**src/rtl/heat_actuator_ctrl.sv**
```systemverilog
// heat_actuator_ctrl
//
// Purpose: drives the heater and circulation fan from the selected heating
// mode (eco/comfort). It provides a thermostat with hysteresis, fan pre-run
// before the heater and fan post-run after it, and min-on/min-off timers
// that prevent short cycling.
//
// Ports:
//   clk, rst          system clock, synchronous active-high reset
//   enable            heating system enabled
//   selected_mode     requested mode (0=eco, 1=comfort)
//   mode_valid/ready  mode update handshake
//   temp_in           measured room temperature (unsigned, TEMP_W bits)
//   setpoint_eco      eco target
//   setpoint_comfort  comfort target
//   heater_on         heater drive (HEAT only)
//   fan_on            fan drive (PREHEAT, HEAT, COOLDOWN)
//   state             FSM state code (debug/observation)
//   fault             sticky over-temperature flag
//
// Optional feature: define HEAT_OVERTEMP_PROT_EN to enable over-temperature
// protection against MAX_TEMP. Without it, fault is tied to 0.
//
// Handshake: a mode update transfers on any clock edge where
// mode_valid && mode_ready. The new mode takes effect from the next cycle.
// A mode_valid seen while mode_ready=0 is dropped and is not held for later.

module heat_actuator_ctrl #(
    parameter int unsigned        TEMP_W         = 8,
    parameter int unsigned        HYST           = 2,
    parameter int unsigned        PREHEAT_CYCLES = 8,
    parameter int unsigned        MIN_ON_CYCLES  = 16,
    parameter int unsigned        COOL_CYCLES    = 8,
    parameter int unsigned        MIN_OFF_CYCLES = 16,
    parameter logic [TEMP_W-1:0]  MAX_TEMP       = 8'd90
) (
    input  logic              clk,
    input  logic              rst,
    input  logic              enable,
    input  logic              selected_mode,
    input  logic              mode_valid,
    output logic              mode_ready,
    input  logic [TEMP_W-1:0] temp_in,
    input  logic [TEMP_W-1:0] setpoint_eco,
    input  logic [TEMP_W-1:0] setpoint_comfort,
    output logic              heater_on,
    output logic              fan_on,
    output logic [2:0]        state,
    output logic              fault
);

    typedef enum logic [2:0] {
        S_OFF      = 3'd0,
        S_IDLE     = 3'd1,
        S_PREHEAT  = 3'd2,
        S_HEAT     = 3'd3,
        S_COOLDOWN = 3'd4,
        S_LOCKOUT  = 3'd5
    } state_e;

    localparam int unsigned MAX_A = (PREHEAT_CYCLES > MIN_ON_CYCLES) ? PREHEAT_CYCLES : MIN_ON_CYCLES;
    localparam int unsigned MAX_B = (COOL_CYCLES > MIN_OFF_CYCLES) ? COOL_CYCLES : MIN_OFF_CYCLES;
    localparam int unsigned MAX_T = (MAX_A > MAX_B) ? MAX_A : MAX_B;
    localparam int unsigned CNT_W = $clog2(MAX_T) + 1;
    localparam int unsigned EXT_W = TEMP_W + 1;

    localparam logic [CNT_W-1:0] CNT_MAX   = '1;
    localparam logic [CNT_W-1:0] PRE_LAST  = CNT_W'(PREHEAT_CYCLES - 1);
    localparam logic [CNT_W-1:0] ON_LAST   = CNT_W'(MIN_ON_CYCLES - 1);
    localparam logic [CNT_W-1:0] COOL_LAST = CNT_W'(COOL_CYCLES - 1);
    localparam logic [CNT_W-1:0] OFF_LAST  = CNT_W'(MIN_OFF_CYCLES - 1);
    localparam logic [EXT_W-1:0] HYST_X    = EXT_W'(HYST);
    localparam logic [EXT_W-1:0] TEMP_TOP  = {1'b0, {TEMP_W{1'b1}}};

    state_e           state_q;
    logic [CNT_W-1:0] cnt;
    logic             active_mode;
    logic             fault_q;

    // Thresholds are computed one bit wider so that target+HYST cannot wrap.
    logic [TEMP_W-1:0] target;
    logic [EXT_W-1:0]  target_x;
    logic [EXT_W-1:0]  temp_x;
    logic [EXT_W-1:0]  hi_sum;
    logic [EXT_W-1:0]  lo_th;
    logic [EXT_W-1:0]  hi_th;
    logic              demand;
    logic              satisfied;
    logic              overtemp;

    assign target    = active_mode ? setpoint_comfort : setpoint_eco;
    assign target_x  = {1'b0, target};
    assign temp_x    = {1'b0, temp_in};
    assign hi_sum    = target_x + HYST_X;
    assign lo_th     = (target_x >= HYST_X) ? (target_x - HYST_X) : '0;
    assign hi_th     = (hi_sum > TEMP_TOP) ? TEMP_TOP : hi_sum;
    assign demand    = temp_x < lo_th;
    assign satisfied = temp_x >= hi_th;

`ifdef HEAT_OVERTEMP_PROT_EN
    assign overtemp = temp_in >= MAX_TEMP;
`else
    // Without protection MAX_TEMP has no effect. It is folded into a sink so
    // that the parameter set is the same in both builds.
    logic unused_max_temp;
    assign unused_max_temp = ^MAX_TEMP;
    assign overtemp = 1'b0;
`endif

    always_ff @(posedge clk) begin
        if (rst) begin
            state_q     <= S_OFF;
            cnt         <= '0;
            active_mode <= 1'b0;
            fault_q     <= 1'b0;
        end else begin
            if (mode_valid && mode_ready)
                active_mode <= selected_mode;

            // The dwell counter saturates. Each transition below clears it,
            // so it always holds the number of cycles spent in the state.
            if (cnt != CNT_MAX)
                cnt <= cnt + 1'b1;

            if (state_q == S_OFF && !enable)
                fault_q <= 1'b0;

            case (state_q)
                S_OFF: begin
                    if (enable) begin
                        state_q <= S_IDLE;
                        cnt     <= '0;
                    end
                end
                S_IDLE: begin
                    if (!enable) begin
                        state_q <= S_OFF;
                        cnt     <= '0;
                    end else if (demand && !fault_q) begin
                        state_q <= S_PREHEAT;
                        cnt     <= '0;
                    end
                end
                S_PREHEAT: begin
                    // Over-temperature wins so that the fan still post-runs.
                    if (overtemp) begin
                        state_q <= S_COOLDOWN;
                        cnt     <= '0;
                        fault_q <= 1'b1;
                    end else if (!enable) begin
                        state_q <= S_OFF;
                        cnt     <= '0;
                    end else if (cnt == PRE_LAST) begin
                        state_q <= S_HEAT;
                        cnt     <= '0;
                    end
                end
                S_HEAT: begin
                    if (overtemp) begin
                        state_q <= S_COOLDOWN;
                        cnt     <= '0;
                        fault_q <= 1'b1;
                    end else if (!enable || (cnt >= ON_LAST && satisfied)) begin
                        state_q <= S_COOLDOWN;
                        cnt     <= '0;
                    end
                end
                S_COOLDOWN: begin
                    if (cnt == COOL_LAST) begin
                        state_q <= S_LOCKOUT;
                        cnt     <= '0;
                    end
                end
                S_LOCKOUT: begin
                    if (cnt == OFF_LAST) begin
                        state_q <= enable ? S_IDLE : S_OFF;
                        cnt     <= '0;
                    end
                end
                default: begin
                    state_q <= S_OFF;
                    cnt     <= '0;
                end
            endcase
        end
    end

    // Moore decodes of the state register.
    assign state      = state_q;
    assign heater_on  = (state_q == S_HEAT);
    assign fan_on     = (state_q == S_PREHEAT) || (state_q == S_HEAT) || (state_q == S_COOLDOWN);
    assign mode_ready = (state_q == S_OFF) || (state_q == S_IDLE) ||
                        (state_q == S_HEAT) || (state_q == S_LOCKOUT);
    assign fault      = fault_q;

endmodule
```
**config.mk**
```make
export PLATFORM = sky130hd
export DESIGN_NAME = heat_actuator_ctrl
export DESIGN_NICKNAME = d
export VERILOG_FILES = /design/src/rtl/heat_actuator_ctrl.sv
export SDC_FILE = /design/constraint.sdc
export NUM_CORES = 1
export LEC_CHECK = 0
export CAP_MARGIN = 5
export CORE_ASPECT_RATIO = 0.8
export CORE_MARGIN = 10
export CORE_UTILIZATION = 49
export DETAILED_ROUTE_END_ITERATION = 16
export GPL_TIMING_DRIVEN = 0
export PLACE_DENSITY = 0.78
export REMOVE_ABC_BUFFERS = 1
export SLEW_MARGIN = 20
export SYNTH_ARGS = -nofsm -noshare
export SYNTH_HDL_FRONTEND = slang
export SYNTH_SLANG_ARGS = --single-unit
```
**constraint.sdc**
```tcl
create_clock -name clk -period 4.85 [get_ports clk]
set_input_delay 0.97 -clock clk [delete_from_list [all_inputs] [get_ports clk]]
set_output_delay 0.97 -clock clk [all_outputs]
set_load 0.1 [all_outputs]
```
==> results.toml <==
[power_and_ir_drop]
power_density_nw_per_um2 = 231
p_leak_nw = 0.711
ir_drop_mv = 0.119
power.total_mw = 0.419

[global_routing]
antenna_found_initial = 0
grt_pass1_wl_um = 6420
grt_overflow = 0
grt_max_degree = 21
grt_use_total = 0.142
grt_pass1_vias = 1434

[setup_path]
critPathMaxStageDelay_ns = 0.46
end_kind = "flip-flop"
cp.depth = 18
required_ns = 5.04
worst-path-max-fanout = 5
critPathArrivalTime_ns = 4.72
cp_slowest_cell = "clkdlybuf4s50_1"
path_cells = "clkdlybuf4s50_1 -> mux2i_1 -> inv_1 -> ha_1 -> xnor2_1 -> nand3_1 -> maj3_1 -> o32a_1 -> nor3_2 -> or2_2 -> ha_1 -> nand2b_1 -> a21o_1 -> a21oi_1 -> o31ai_2 -> nand3_2 -> or2_1 -> a21oi_1"
crit_buf_inv = 2
start_kind = "input pin"
rr_worst_depth = 17
worstSetupPathType = "in2reg"
reg2reg_setup_slack_ns = 0.52
cp_top_family = "simple AND/OR/NAND/NOR gates"

[timing]
max_freq_ghz = 0.221
report.final.slew_viol_count = 0
setup_violations = 0
layout_min_cycle_time_ns = 4.52
hold_viol = 0
tightest_slew_ns = 0.977
finalCritPeriodShare = 0.933
slew_headroom = 0.347
finalClockSkew_ns = 0.00349
rsz0062_at_grt = "no"

[synth]
synth-edff-count = 0
yosysTopAreaCell = "ha_1"
netlist_area_sq_um = 1420
synth-seq-area-share = 0.127
ys.flop_type = "dfxtp_1"
netlist.area_leader.share = 0.167
synthesis.instances = 187
synth-async-reset-ratio = 0
avgSynthCellArea_sq_um = 7.61
synth_seq_cells = 9
synth_cell_types = 53
synth_area_leaders = "ha_1, dfxtp_1, nor2_1, mux2i_1, nand2_1"
yosys_warnings = 0

[layout]
stdcell_count = 255
ff_latch_area_sq_um = 180
diodes = 0
drive_gt1_frac = 0.0829
areaGrowthSynthToFinish_pct = 27.4
layout_common_cells = "clkdlybuf4s50_1, nor2_1, ha_1"
nFillCells = 245
multi_input_area_sq_um = 1190
fin_nets = 266
layout_commonest_cell = "clkdlybuf4s50_1"

[route]
dr.first_iter.drc_count = 182
first_pass_iters = 4
wl_um = 3880
drc = 0
via_per_inst = 5.75
postRouteAntennaNets = 0
vias = 1465
wire_per_inst_um = 15.2

[placement]
place_inst = 250
place_congestion = 0.834
io_buffers = 34
dp_hpwl_um = 3200

[cts]
hold_buffers = 0
htree_levels = 1
clk_pin_slew_ns = 0.06
cts_sinks = 9
root_buffer = "clkbuf_4"
cts_tree = "yes"
clock_latency_ns = 0.27
clk_path_buf_depth = 2
cts_made_buffers = 3

[floorplan]
die-area_sq_um = 5480
num_rows = 17
die_w_um = 80.3
die_h_um = 68.2
initial_core_util = 0.515
core_sq_um = 2770
pin_count = 36

[run]
drv_cap = 0

[hold_path]
hp-class = "reg2reg"
holdPathStages = 2

[run_status]
status = "finished, final reports clean"
cells in the mapped netlist (2+ instances only):
library cell and count:
xor2_1 3, a31oi_1 5, inv_1 6, nand2_1 15
nand3_1 8, dfxtp_1 9, maj3_1 2, xnor2_1 6
nor4_1 2, mux2_2 2, nand3_2 2, o21ai_1 3
buf_4 2, and3_1 2, mux2i_1 6, or3_1 3
clkbuf_1 4, mux2i_2 2, a211oi_1 2, o21ai_0 4
nor2b_1 4, ha_1 19, nor3_1 9, a21o_1 4
a21oi_1 11, nand4_1 3, nor2_1 19, o32a_1 2
nand2b_1 4
worst reg2reg max path: stages (launching register included):
cell and delay (ns):
dfxtp_1 0.85, mux2i_1 0.33, inv_1 0.09, ha_1 0.23, xnor2_1 0.25, nand3_1 0.14
maj3_1 0.34, o32a_1 0.20, nor3_2 0.26, or2_2 0.16, ha_1 0.11, nand2b_1 0.09
a21o_1 0.11, a21oi_1 0.08, o31ai_2 0.41, nand3_2 0.21, or2_1 0.25, a21oi_1 0.14
what timing repair did:
| action | 4_1_cts | 5_1_grt |
|---|---|---|
| resized for setup | 1 | 2 |
| setup endpoints to repair | 3 | 8 |
| buffers inserted | 0 | 1 |
metal layers:
metal  vias up  routed length [um]  GRT usage
met3         6                 210     0.0275
met1       655                1900      0.194
met2        47                1720      0.222
li1        757                   -          -
met4         0                  58     0.0417
met5         -                   0          0
final timing paths:
kind | startpoint | to
worst max register to register | active_mode | state[1]
worst min-delay path | cnt[0] | cnt[0]
worst max-delay path | setpoint_comfort[2] | state[1]
worst min register to register | cnt[0] | cnt[0]
cell type report:
| class | instances | area share |
|---|---|---|
| multi-input cells | 163 | 0.656 |
| repair buffers | 35 | 0.192 |
| inverters | 6 | 0.0124 |
| well taps | 38 | 0.0262 |
| flip-flops and latches | 9 | 0.0993 |
| clock buffers | 4 | 0.0145 |
through the flow:
step / util / worst slack (ns) / area [sq um] / TNS, ns / hold WS [ns]
finish: 0.656 / 0.326 / 1810 / 0 / 0.584
global route: 0.656 / 0.0146 / 1810 / 0 / 0.606
CTS: 0.648 / 0.0340 / 1790 / 0 / 0.585
detailed placement: 0.637 / -0.360 / 1760 / -1.87 / 0.572
global placement: 0.637 / -0.246 / 1760 / -1.18 / 0.541
floorplan: - / 0.439 / 1370 / 0 / 0.523
power by group:
part           internal (mW)  switching [mW]  leakage (nW)
Sequential            0.0815          0.0217        0.0733
Clock                 0.0319          0.0288        0.0150
Combinational          0.102           0.153         0.623
registers in the layout, summed over array words and instances, names as in the netlist:
register / count
state: 3
active_mode: 1
cnt: 5
cells by family (layout without fill, tap and decap cells):
| group | after synthesis | after routing | synth area share |
|---|---|---|---|
| muxes | 11 | 11 | 0.0879 |
| AOI/OAI and AO/OA | 41 | 41 | 0.201 |
| xor gates and xnor gates | 9 | 9 | 0.0554 |
| buffers and inverters | 15 | 45 | 0.0510 |
| DFF | 9 | 9 | 0.127 |
| and+or+nand+nor | 80 | 80 | 0.294 |
| adders and majority gates | 21 | 21 | 0.181 |
| other | 1 | 1 | 0.00263 |
Note: power is estimated with default switching activity, not from simulation.
